$ cat config.mk
export PLATFORM = sky130hd
export DESIGN_NAME = hdmi_pattern_gen
export DESIGN_NICKNAME = d
export VERILOG_FILES = /design/src/rtl/hdmi_pattern_pkg.sv /design/src/rtl/hdmi_pattern_gen_btn_debounce.sv /design/src/rtl/hdmi_pattern_gen.sv
export SDC_FILE = /design/constraint.sdc
export NUM_CORES = 1
export LEC_CHECK = 0
export CORE_MARGIN = 8
export CORE_UTILIZATION = 52
export CTS_BUF_LIST = sky130_fd_sc_hd__clkbuf_8
export CTS_CLUSTER_SIZE = 24
export DETAILED_ROUTE_END_ITERATION = 8
export GPL_TIMING_DRIVEN = 0
export MAX_ROUTING_LAYER = met4
export PLACE_DENSITY = 0.77
export SLEW_MARGIN = 20
export SYNTH_ARGS = -nofsm -noshare
export SYNTH_HDL_FRONTEND = slang
export SYNTH_HIERARCHICAL = 1
export SYNTH_SLANG_ARGS = --single-unit
$ cat constraint.sdc
create_clock -name clk_pixel -period 8.95 [get_ports clk_pixel]
set_input_delay 1.79 -clock clk_pixel [delete_from_list [all_inputs] [get_ports clk_pixel]]
set_output_delay 1.79 -clock clk_pixel [all_outputs]
set_load 0.01 [all_outputs]
$ cat src/rtl/hdmi_pattern_pkg.sv
// Shared definitions for the HDMI test-pattern generator: mode encodings,
// the colour-bar palette and the 8-bit to COLOR_W channel widening helper.
package hdmi_pattern_pkg;

  typedef enum logic [2:0] {
    MODE_XOR      = 3'd0,
    MODE_BARS     = 3'd1,
    MODE_CHECKER  = 3'd2,
    MODE_GRADIENT = 3'd3,
    MODE_BORDER   = 3'd4
  } mode_e;

  localparam int unsigned COLOR_MAX_W = 12;

  localparam logic [23:0] COLOR_WHITE   = 24'hFFFFFF;
  localparam logic [23:0] COLOR_YELLOW  = 24'hFFFF00;
  localparam logic [23:0] COLOR_CYAN    = 24'h00FFFF;
  localparam logic [23:0] COLOR_GREEN   = 24'h00FF00;
  localparam logic [23:0] COLOR_MAGENTA = 24'hFF00FF;
  localparam logic [23:0] COLOR_RED     = 24'hFF0000;
  localparam logic [23:0] COLOR_BLUE    = 24'h0000FF;
  localparam logic [23:0] COLOR_BLACK   = 24'h000000;

  // Index 0 is the leftmost bar.
  localparam logic [7:0][23:0] BAR_COLORS = {
    COLOR_BLACK, COLOR_BLUE, COLOR_RED, COLOR_MAGENTA,
    COLOR_GREEN, COLOR_CYAN, COLOR_YELLOW, COLOR_WHITE
  };

  // Left-aligns an 8-bit channel into color_w bits; caller keeps the low color_w bits.
  function automatic logic [COLOR_MAX_W-1:0] expand_chan(input logic [7:0] v,
                                                         input int unsigned color_w);
    logic [COLOR_MAX_W-1:0] w;
    w = {4'b0000, v};
    return w << (color_w - 8);
  endfunction

endpackage

$ cat src/rtl/hdmi_pattern_gen_btn_debounce.sv
// Front-panel button conditioning: 2-flop synchroniser, stable-time debouncer
// and a one-clock pulse on each debounced rising edge.
module btn_debounce #(
  parameter int unsigned DEBOUNCE_CYCLES = 742500
) (
  input  logic clk_pixel,
  input  logic rst,
  input  logic btn_async,
  output logic btn_rise
);

  localparam int unsigned CNT_W = $clog2(DEBOUNCE_CYCLES + 1);
  localparam logic [CNT_W-1:0] CNT_LAST = CNT_W'(DEBOUNCE_CYCLES - 1);

  logic [1:0]       sync_q, sync_d;
  logic             level_q, level_d;
  logic [CNT_W-1:0] cnt_q, cnt_d;
  logic             rise_q, rise_d;

  always_comb begin
    // NOTE: every _d gets a default first so no path leaves it unassigned and infers a latch.
    sync_d  = {sync_q[0], btn_async};
    level_d = level_q;
    cnt_d   = '0;
    // Count consecutive samples that disagree with the debounced level.
    if (sync_q[1] != level_q) begin
      if (cnt_q == CNT_LAST) begin
        level_d = sync_q[1];
      end else begin
        cnt_d = cnt_q + CNT_W'(1);
      end
    end
    rise_d = level_d & ~level_q;
  end

  always_ff @(posedge clk_pixel) begin
    // NOTE: non-blocking so every flop samples pre-edge values regardless of statement order.
    if (rst) begin
      sync_q  <= '0;
      level_q <= 1'b0;
      cnt_q   <= '0;
      rise_q  <= 1'b0;
    end else begin
      sync_q  <= sync_d;
      level_q <= level_d;
      cnt_q   <= cnt_d;
      rise_q  <= rise_d;
    end
  end

  assign btn_rise = rise_q;

endmodule

$ cat src/rtl/hdmi_pattern_gen.sv
// Multi-mode HDMI test-pattern generator: frame-synchronous mode control plus
// a two-stage pixel pipeline from (cx, cy) to rgb.
module hdmi_pattern_gen
  import hdmi_pattern_pkg::*;
#(
  parameter int unsigned COORD_W         = 11,
  parameter int unsigned COLOR_W         = 8,
  parameter int unsigned SCREEN_W        = 1280,
  parameter int unsigned SCREEN_H        = 720,
  parameter int unsigned FRAME_W         = 1650,
  parameter int unsigned FRAME_H         = 750,
  parameter int unsigned DEBOUNCE_CYCLES = 742500
) (
  input  logic                 clk_pixel,
  input  logic                 rst,
  input  logic                 btn_next,
  input  logic                 mode_sel_en,
  input  logic [2:0]           mode_sel,
  input  logic [COORD_W-1:0]   cx,
  input  logic [COORD_W-1:0]   cy,
  output logic [3*COLOR_W-1:0] rgb,
  output logic [2:0]           mode,
  output logic [7:0]           frame_cnt
);

  typedef struct packed {
    logic [COORD_W-1:0] cx;
    logic [COORD_W-1:0] cy;
    logic [2:0]         mode;
    logic [7:0]         frame;
    logic               active;
  } stage1_t;

  logic                 btn_rise;
  logic                 boundary;
  logic [2:0]           mode_q, mode_d;
  logic [7:0]           frame_cnt_q, frame_cnt_d;
  logic                 pending_q, pending_d;
  stage1_t              s1_q, s1_d;
  logic [3*COLOR_W-1:0] rgb_q, rgb_d;
  logic [23:0]          p8;
  logic [2:0]           bar_k;
  logic [7:0]           xor8;
  logic                 on_border;

  btn_debounce #(
    .DEBOUNCE_CYCLES(DEBOUNCE_CYCLES)
  ) u_btn (
    .clk_pixel(clk_pixel),
    .rst      (rst),
    .btn_async(btn_next),
    .btn_rise (btn_rise)
  );

  assign boundary = (cx == COORD_W'(FRAME_W - 1)) && (cy == COORD_W'(FRAME_H - 1));

  always_comb begin
    mode_d      = mode_q;
    frame_cnt_d = frame_cnt_q;
    pending_d   = pending_q | btn_rise;
    if (boundary) begin
      frame_cnt_d = frame_cnt_q + 8'd1;
      if (mode_sel_en) begin
        mode_d = mode_sel;
      end else if (pending_q) begin
        mode_d = (mode_q >= MODE_BORDER) ? MODE_XOR : mode_q + 3'd1;
      end
      // A press landing on the boundary clock carries over to the next frame.
      pending_d = btn_rise;
    end
  end

  always_comb begin
    s1_d.cx     = cx;
    s1_d.cy     = cy;
    s1_d.mode   = mode_q;
    s1_d.frame  = frame_cnt_q;
    s1_d.active = (cx < COORD_W'(SCREEN_W)) && (cy < COORD_W'(SCREEN_H));
  end

  always_comb begin
    bar_k = '0;
    for (int j = 1; j < 8; j++) begin
      if (32'(s1_q.cx) >= 32'(j * (SCREEN_W / 8))) bar_k = bar_k + 3'd1;
    end
    xor8      = s1_q.cx[7:0] ^ s1_q.cy[7:0];
    on_border = (s1_q.cx == '0) || (s1_q.cy == '0) ||
                (s1_q.cx == COORD_W'(SCREEN_W - 1)) || (s1_q.cy == COORD_W'(SCREEN_H - 1));

    p8 = '0;
    case (s1_q.mode)
      MODE_XOR:      p8 = {xor8, xor8, xor8};
      MODE_BARS:     p8 = BAR_COLORS[bar_k];
      MODE_CHECKER:  p8 = (s1_q.cx[5] ^ s1_q.cy[5]) ? COLOR_WHITE : COLOR_BLACK;
      MODE_GRADIENT: p8 = {s1_q.cx[7:0] + s1_q.frame, s1_q.cy[7:0], s1_q.frame};
      MODE_BORDER:   p8 = on_border ? COLOR_WHITE : COLOR_BLACK;
      default:       p8 = COLOR_BLACK;
    endcase

    rgb_d = '0;
    if (s1_q.active) begin
      rgb_d = {COLOR_W'(expand_chan(p8[23:16], COLOR_W)),
               COLOR_W'(expand_chan(p8[15:8],  COLOR_W)),
               COLOR_W'(expand_chan(p8[7:0],   COLOR_W))};
    end
  end

  always_ff @(posedge clk_pixel) begin
    // NOTE: pipeline registers are reset too, so rgb stays black until real pixels reach stage 2.
    if (rst) begin
      mode_q      <= '0;
      frame_cnt_q <= '0;
      pending_q   <= 1'b0;
      s1_q        <= '0;
      rgb_q       <= '0;
    end else begin
      mode_q      <= mode_d;
      frame_cnt_q <= frame_cnt_d;
      pending_q   <= pending_d;
      s1_q        <= s1_d;
      rgb_q       <= rgb_d;
    end
  end

  assign rgb       = rgb_q;
  assign mode      = mode_q;
  assign frame_cnt = frame_cnt_q;

endmodule

Word level (Yosys, flattened, before mapping) --
Memory sizes are Yosys's and may differ from the RTL's. Index checks and enable logic that the tools add are counted.
Word-level totals: RAM bits 0, register bits after elaboration 94, input bits 29, word-level logic and storage cells 81, ROM bits 192, output and inout port bits 35, memories 1, latch bits 0
Cells by class: multiply operators 0, bitwise gates (word level) 7, add/sub/neg operators 10, div/mod/pow operators 0, equality and inequality tests 10, mux-type cells 17, reductions and logical operators 12, magnitude comparators 11, shift operators 0
Memory list:
- (name not given) | words 8, bits a word 24, rd ports 1, clocked after Yosys merged registers in 0, write ports 0, line hdmi_pattern_gen.sv:93 | MODE_BARS: p8 = BAR_COLORS[bar_k];
Operators by type and width (number):
- case mux 24 bit (5 select lines) | 1
- 2-to-1 mux 24 bit | 3
- greater-or-equal comparator 11 x 10 -> 1 bit, second input constant | 3
- 2-to-1 mux 3 bit | 9
- equality test 11 x 10 -> 1 bit, second input constant | 2
- equality test 11 bit, second input constant | 2
- greater-or-equal comparator 11 x 9 -> 1 bit, second input constant | 2
- zero test 11 bit | 2
- adder 3 x 1 -> 3 bit, second input constant | 7
- adder 20 x 1 -> 20 bit, second input constant | 1
- equality test 20 bit, second input constant | 1
- greater-or-equal comparator 11 bit, second input constant | 1
- greater-or-equal comparator 11 x 8 -> 1 bit, second input constant | 1
- < comparator 11 x 10 -> 1 bit, second input constant | 1
- < comparator 11 bit, second input constant | 1
- adder 8 x 1 -> 8 bit, second input constant | 1
- adder 8 bit | 1
- XOR 8 bit | 1
- equality test 3 x 2 -> 1 bit, second input constant | 2
- < comparator 3 x 4 -> 1 bit, second input constant | 1
- 2-to-1 mux 1 bit | 4
- equality test 3 x 1 -> 1 bit, second input constant | 1
- equality test 3 bit, second input constant | 1
- greater-or-equal comparator 3 bit, second input constant | 1
- other kinds (12) | 17

Logic depth before layout (Yosys ltp) --
depth after elaboration 17, gate-level depth with buffers 21, depth with buffers taken out 20

Modules after synthesis --
The synthesis kept the hierarchy.
Modules (own cells, without submodules):
- hdmi_pattern_gen | seq. area each 1401.3 um^2, instances 1, cells each 377, area each 3388.2 um^2
- btn_debounce | seq. area each 480.5 um^2, instances 1, cells each 131, area each 1174.9 um^2

Worst setup path after synthesis --
Ideal clock, no wire load.
path kind reg2reg, start register s1_q[32] in the netlist's numbering, end register rgb_q[16], in the netlist rgb[16], buffers on the path 1, period minus slack after synthesis 3.835 ns, required time 8.813 ns, library setup time 0.137 ns, slack 5.115 ns, arrival 3.698 ns, stages on the path, launching flop included 22, path through dfxtp_1 -> clkbuf_1 -> or2_2 -> nor2_1 -> nand2_1 -> ha_1 -> inv_1 -> a21oi_1 -> nor2_1 -> ha_1 -> o21ai_0 -> a211o_1 -> o211ai_2 -> inv_1 -> ha_1 -> nand2_1 -> o21ai_0 -> ha_1 -> a31oi_1 -> nor2b_1 -> a221oi_4 -> o21ai_0
On the way: word-level cells in the longest chain between the ends 17, elaborated cells between the ends (all ways) 29, classes of those cells add/sub: 6; order compare: 7; eq/ne: 1; mux: 10; reduce/logical: 4; memory: 1
RTL lines:
- start, declared | line hdmi_pattern_gen.sv:39 | stage1_t s1_q, s1_d;
- start signal, assigned | line hdmi_pattern_gen.sv:114 | s1_q <= '0;
- start signal, assigned | line hdmi_pattern_gen.sv:120 | s1_q <= s1_d;
- greater-or-equal comparator 11 x 8 -> 1 bit | line hdmi_pattern_gen.sv:84 | if (32'(s1_q.cx) >= 32'(j * (SCREEN_W / 8))) bar_k = bar_k + 3'd1;
- 2-to-1 mux 1 bit | line hdmi_pattern_gen.sv:84
- adder 3 x 1 -> 3 bit | line hdmi_pattern_gen.sv:84
- 2-to-1 mux 3 bit | line hdmi_pattern_gen.sv:84
- adder 3 x 1 -> 3 bit | line hdmi_pattern_gen.sv:84
- 2-to-1 mux 3 bit | line hdmi_pattern_gen.sv:84
- adder 3 x 1 -> 3 bit | line hdmi_pattern_gen.sv:84
- 2-to-1 mux 3 bit | line hdmi_pattern_gen.sv:84
- adder 3 x 1 -> 3 bit | line hdmi_pattern_gen.sv:84
- 2-to-1 mux 3 bit | line hdmi_pattern_gen.sv:84
- adder 3 x 1 -> 3 bit | line hdmi_pattern_gen.sv:84
- 2-to-1 mux 3 bit | line hdmi_pattern_gen.sv:84
- adder 3 x 1 -> 3 bit | line hdmi_pattern_gen.sv:84
- 2-to-1 mux 3 bit | line hdmi_pattern_gen.sv:84
- memory read (8 x 24 bit)
- 2-to-1 mux 24 bit (not written as such) | line hdmi_pattern_gen.sv:93
- case mux 24 bit (5 select lines) * | line hdmi_pattern_gen.sv:91 | case (s1_q.mode)
- end signal, assigned | line hdmi_pattern_gen.sv:121 | rgb_q <= rgb_d;
- end, declared | line hdmi_pattern_gen.sv:40 | logic [3*COLOR_W-1:0] rgb_q, rgb_d;
Every way passes the cells marked *; elsewhere a longest branch is shown, timed or not. The select of a mux whose other input is x is not followed. A chain may end at the register's enable or synchronous reset.

Final worst setup path --
start register s1_q[33] in the netlist's numbering, end register rgb_q[19], in the netlist rgb[19]
The elaborated chain is that of the path after synthesis.

==> impl_summary.txt <==
----------------------------------------------------
[STA]
  Slew at the pin closest to its max-slew limit ... 0.568 ns
  Final hold violation count ... 0
  Final critical path time including I/O delays and setup ... 4.40 ns
  Max frequency ... 227 MHz
  Setup violations, final ... 0
  Final Cycle Share ... 49.2%
  Rel. slew slack ... 61.8%
  Final number of max-transition violations ... 0
  Worst clock skew ... 0.0105 ns
  Worst Hold Margin ... 0.446 ns
  Setup TNS ... 0 ns
  Unrepaired setup endpoints after global routing ... no

[Clock network]
  # hold bufs at CTS ... 0
  Number of CTS-inserted buffers ... 9
  Total clock sinks ... 94
  Maximum clock insertion buffer count ... 2
  Clock root cell ... clkbuf_8
  Worst skew pair latency ... 0.35 ns
  H-tree levels ... 3
  CTS tree ... yes
  Clock Pin Slew Worst Setup and Hold Paths ... 0.08 ns
  Cells resized by post-CTS repair ... 0
  Buffers inserted by post-CTS timing repair ... 0

[Synth]
  Summed instance area of the synthesized netlist ... 0.00456 sq mm
  Most common cell in the synthesized netlist ... dfxtp_1
  Synthesized Nets ... 554
  Synth area leader ... dfxtp_1
  Mean area per synthesized cell ... 8.98 sq um
  Share of synthesized area occupied by flip-flops and latches ... 41.2%
  Synth unique cells ... 70
  Syn Inst Count ... 508
  Async set or reset register ratio after synthesis ... 0%
  Most frequent cells after synthesis ... dfxtp_1, nor2_1, a21oi_1
  Top cells by area in the synthesized netlist ... dfxtp_1, xnor2_1, nor2_1
  Leading register cell type out of synthesis ... dfxtp_1
  EDFF count, synth ... 0
  Area share of the leading cell type in the synthesized netlist ... 41.2%
  Count of state elements after synthesis ... 94
  Ys Warns ... 6

[Floorplanning]
  Die ar. ... 0.0120 sq mm
  Floorplan row count ... 34
  Io pins ... 64
  Die Y-Extent ... 110 um
  Floorplan die width ... 110 um
  Initial standard-cell utilization of the core ... 52.8%
  Placeable core region ... 0.00864 sq mm

[Setup path]
  Critical Path Source Type ... flip-flop
  Crit path required time ... 9.16 ns
  Arr. time, crit path ... 4.61 ns
  Largest fanout of any net on the critical path ... 10
  Classification of the worst setup path ... reg2reg
  Worst Setup End Kind ... flip-flop

[Drt]
  Remaining number of nets flagged by the antenna check after routing ... 0
  Via total after detailed routing ... 3810
  Final wirelength ... 10.5 mm
  Vias per std cell ... 5.51
  Detailed Routing Iterations Pass 1 ... 4
  Wire length per cell after detailed routing ... 15.2 um
  Starting DRC count in detailed routing ... 174
  DR DRC count ... 0

[GRT]
  Wire length of the first global-routing pass ... 17.2 mm
  Pin count of the biggest net entering global routing ... 15
  Antenna violations before repair ... 0
  Total gr overflow ... 0
  Vias in the first global route ... 3592
  Overall routing resource usage ... 18.4%

[Worst hold path]
  Class of the tightest hold or removal check ... reg2reg

[Placed design]
  Global placer's final weighted congestion ... 0.906
  Port Buffer Count ... 63
  Detailed-placement wirelength estimate ... 8.31 mm
  Cell area reported after detailed placement ... 0.00533 sq mm

[Pwr]
  Pwr Density ... 144 mW/mm^2
  Post-route total power ... 796 uW
  Cell leakage power ... 2.06 nW
  Peak ir drop on the vdd network ... 83.2 uV

[Final layout]
  Area growth syn-to-layout ... 20.8%
  Antenna Cells ... 0
  Final std cell area, no fill ... 0.00551 sq mm
  Number of nets in the layout ... 628
  Area taken by multi-input logic gates ... 0.00243 sq mm
  Fraction of final layout cells with drive strength greater than 1 ... 8.73%
  Combined flip-flop and latch cell area ... 0.00188 sq mm
  Fill count ... 753

[Flow run]
  Max Cap Violations ... 0

[Status]
  Outcome ... finished, final reports clean

----------------------------------------------------
## critical path, stage by stage (launching register included)
cell and delay [ns]:
dfxtp_1 0.32, clkbuf_1 0.30, clkbuf_1 0.38, nor2_1 0.09
nand2_1 0.11, ha_1 0.30, inv_1 0.12, and3_1 0.15
nor2_1 0.04, ha_1 0.26, o21ai_0 0.10, a211o_1 0.33
o211ai_2 0.12, inv_1 0.09, ha_1 0.32, nand2_1 0.07
o21ai_0 0.08, ha_1 0.30, a31oi_1 0.08, nor2b_1 0.18
a221oi_4 0.35, o21ai_0 0.17
## layer usage
metal,track usage [%],share of wire (%),vias up
met5,-,0,-
met4,7.33,2.2,0
met3,3.22,4.9,15
met2,29.5,47,94
met1,22.5,46,1772
li1,-,-,1929
## report_power, final
group	internal, mW	switching, mW
combinational	0.0451	0.0475
sequential	0.426	0.00699
clock	0.133	0.137
## stage by stage
step	utilization [%]	cells	setup slack (ns)
after CTS	63.8	692	4.53
after global routing	63.8	692	4.18
final	63.8	692	4.55
after global placement	61.7	679	4.73
after floorplan	-	508	5.12
after detailed placement	61.7	679	4.55
## logic make-up after synthesis
family / synth area share (%)
AND/OR/NAND/NOR: 24.5
AO/OA/AOI/OAI: 14.9
flip-flops: 41.2
buffers and inverters: 5.54
XOR/XNOR: 8.55
adder cells (fa/ha/maj): 4.83
multiplexers: 0.439
## final cells by class
class                      instances  share of cell area [%]
timing repair buffer              63                    11.4
clock buffer                      10                    2.50
clock inverter                     3                   0.840
multi-input combinational        366                    44.1
sequential                        94                    34.1
inverter                          13                   0.885
buffer                            35                    3.70
tap                              108                    2.45
## state kept, by name, indices dropped and copies added, names as in the netlist
register and count:
rgb 24, frame_cnt 8, u_btn/btn_rise 1, u_btn/sync_q 2, u_btn/cnt_q 20, u_btn/level_q 1
pending_q 1, mode 3, s1_q 34
## cell usage in the layout (no fill, tap or decap), types with 10 or more instances in the layout
| cell type | n |
|---|---|
| a21oi_1 | 41 |
| buf_4 | 11 |
| clkbuf_1 | 13 |
| clkbuf_8 | 10 |
| clkdlybuf4s50_1 | 63 |
| dfxtp_1 | 94 |
| ha_1 | 16 |
| inv_1 | 13 |
| nand2_1 | 20 |
| nand3_1 | 11 |
| nand4_1 | 17 |
| nor2_1 | 59 |
| nor2b_1 | 35 |
| o21ai_0 | 27 |
| xnor2_1 | 31 |
| xor2_1 | 11 |
## worst paths after layout
path | cells after the start | from | to | slack, ns
worst min-delay path | 1 | u_btn/sync_q[0]$_SDFF_PP0_ | u_btn/sync_q[1]$_SDFF_PP0_ | 0.45
worst max-delay path | 21 | s1_q[33]$_SDFF_PP0_ | rgb[19]$_SDFF_PP0_ | 4.55
worst min register to register | 1 | u_btn/sync_q[0]$_SDFF_PP0_ | u_btn/sync_q[1]$_SDFF_PP0_ | 0.45
worst max register to register | 21 | s1_q[33]$_SDFF_PP0_ | rgb[19]$_SDFF_PP0_ | 4.55
Note: power is estimated with default switching activity, not from simulation.
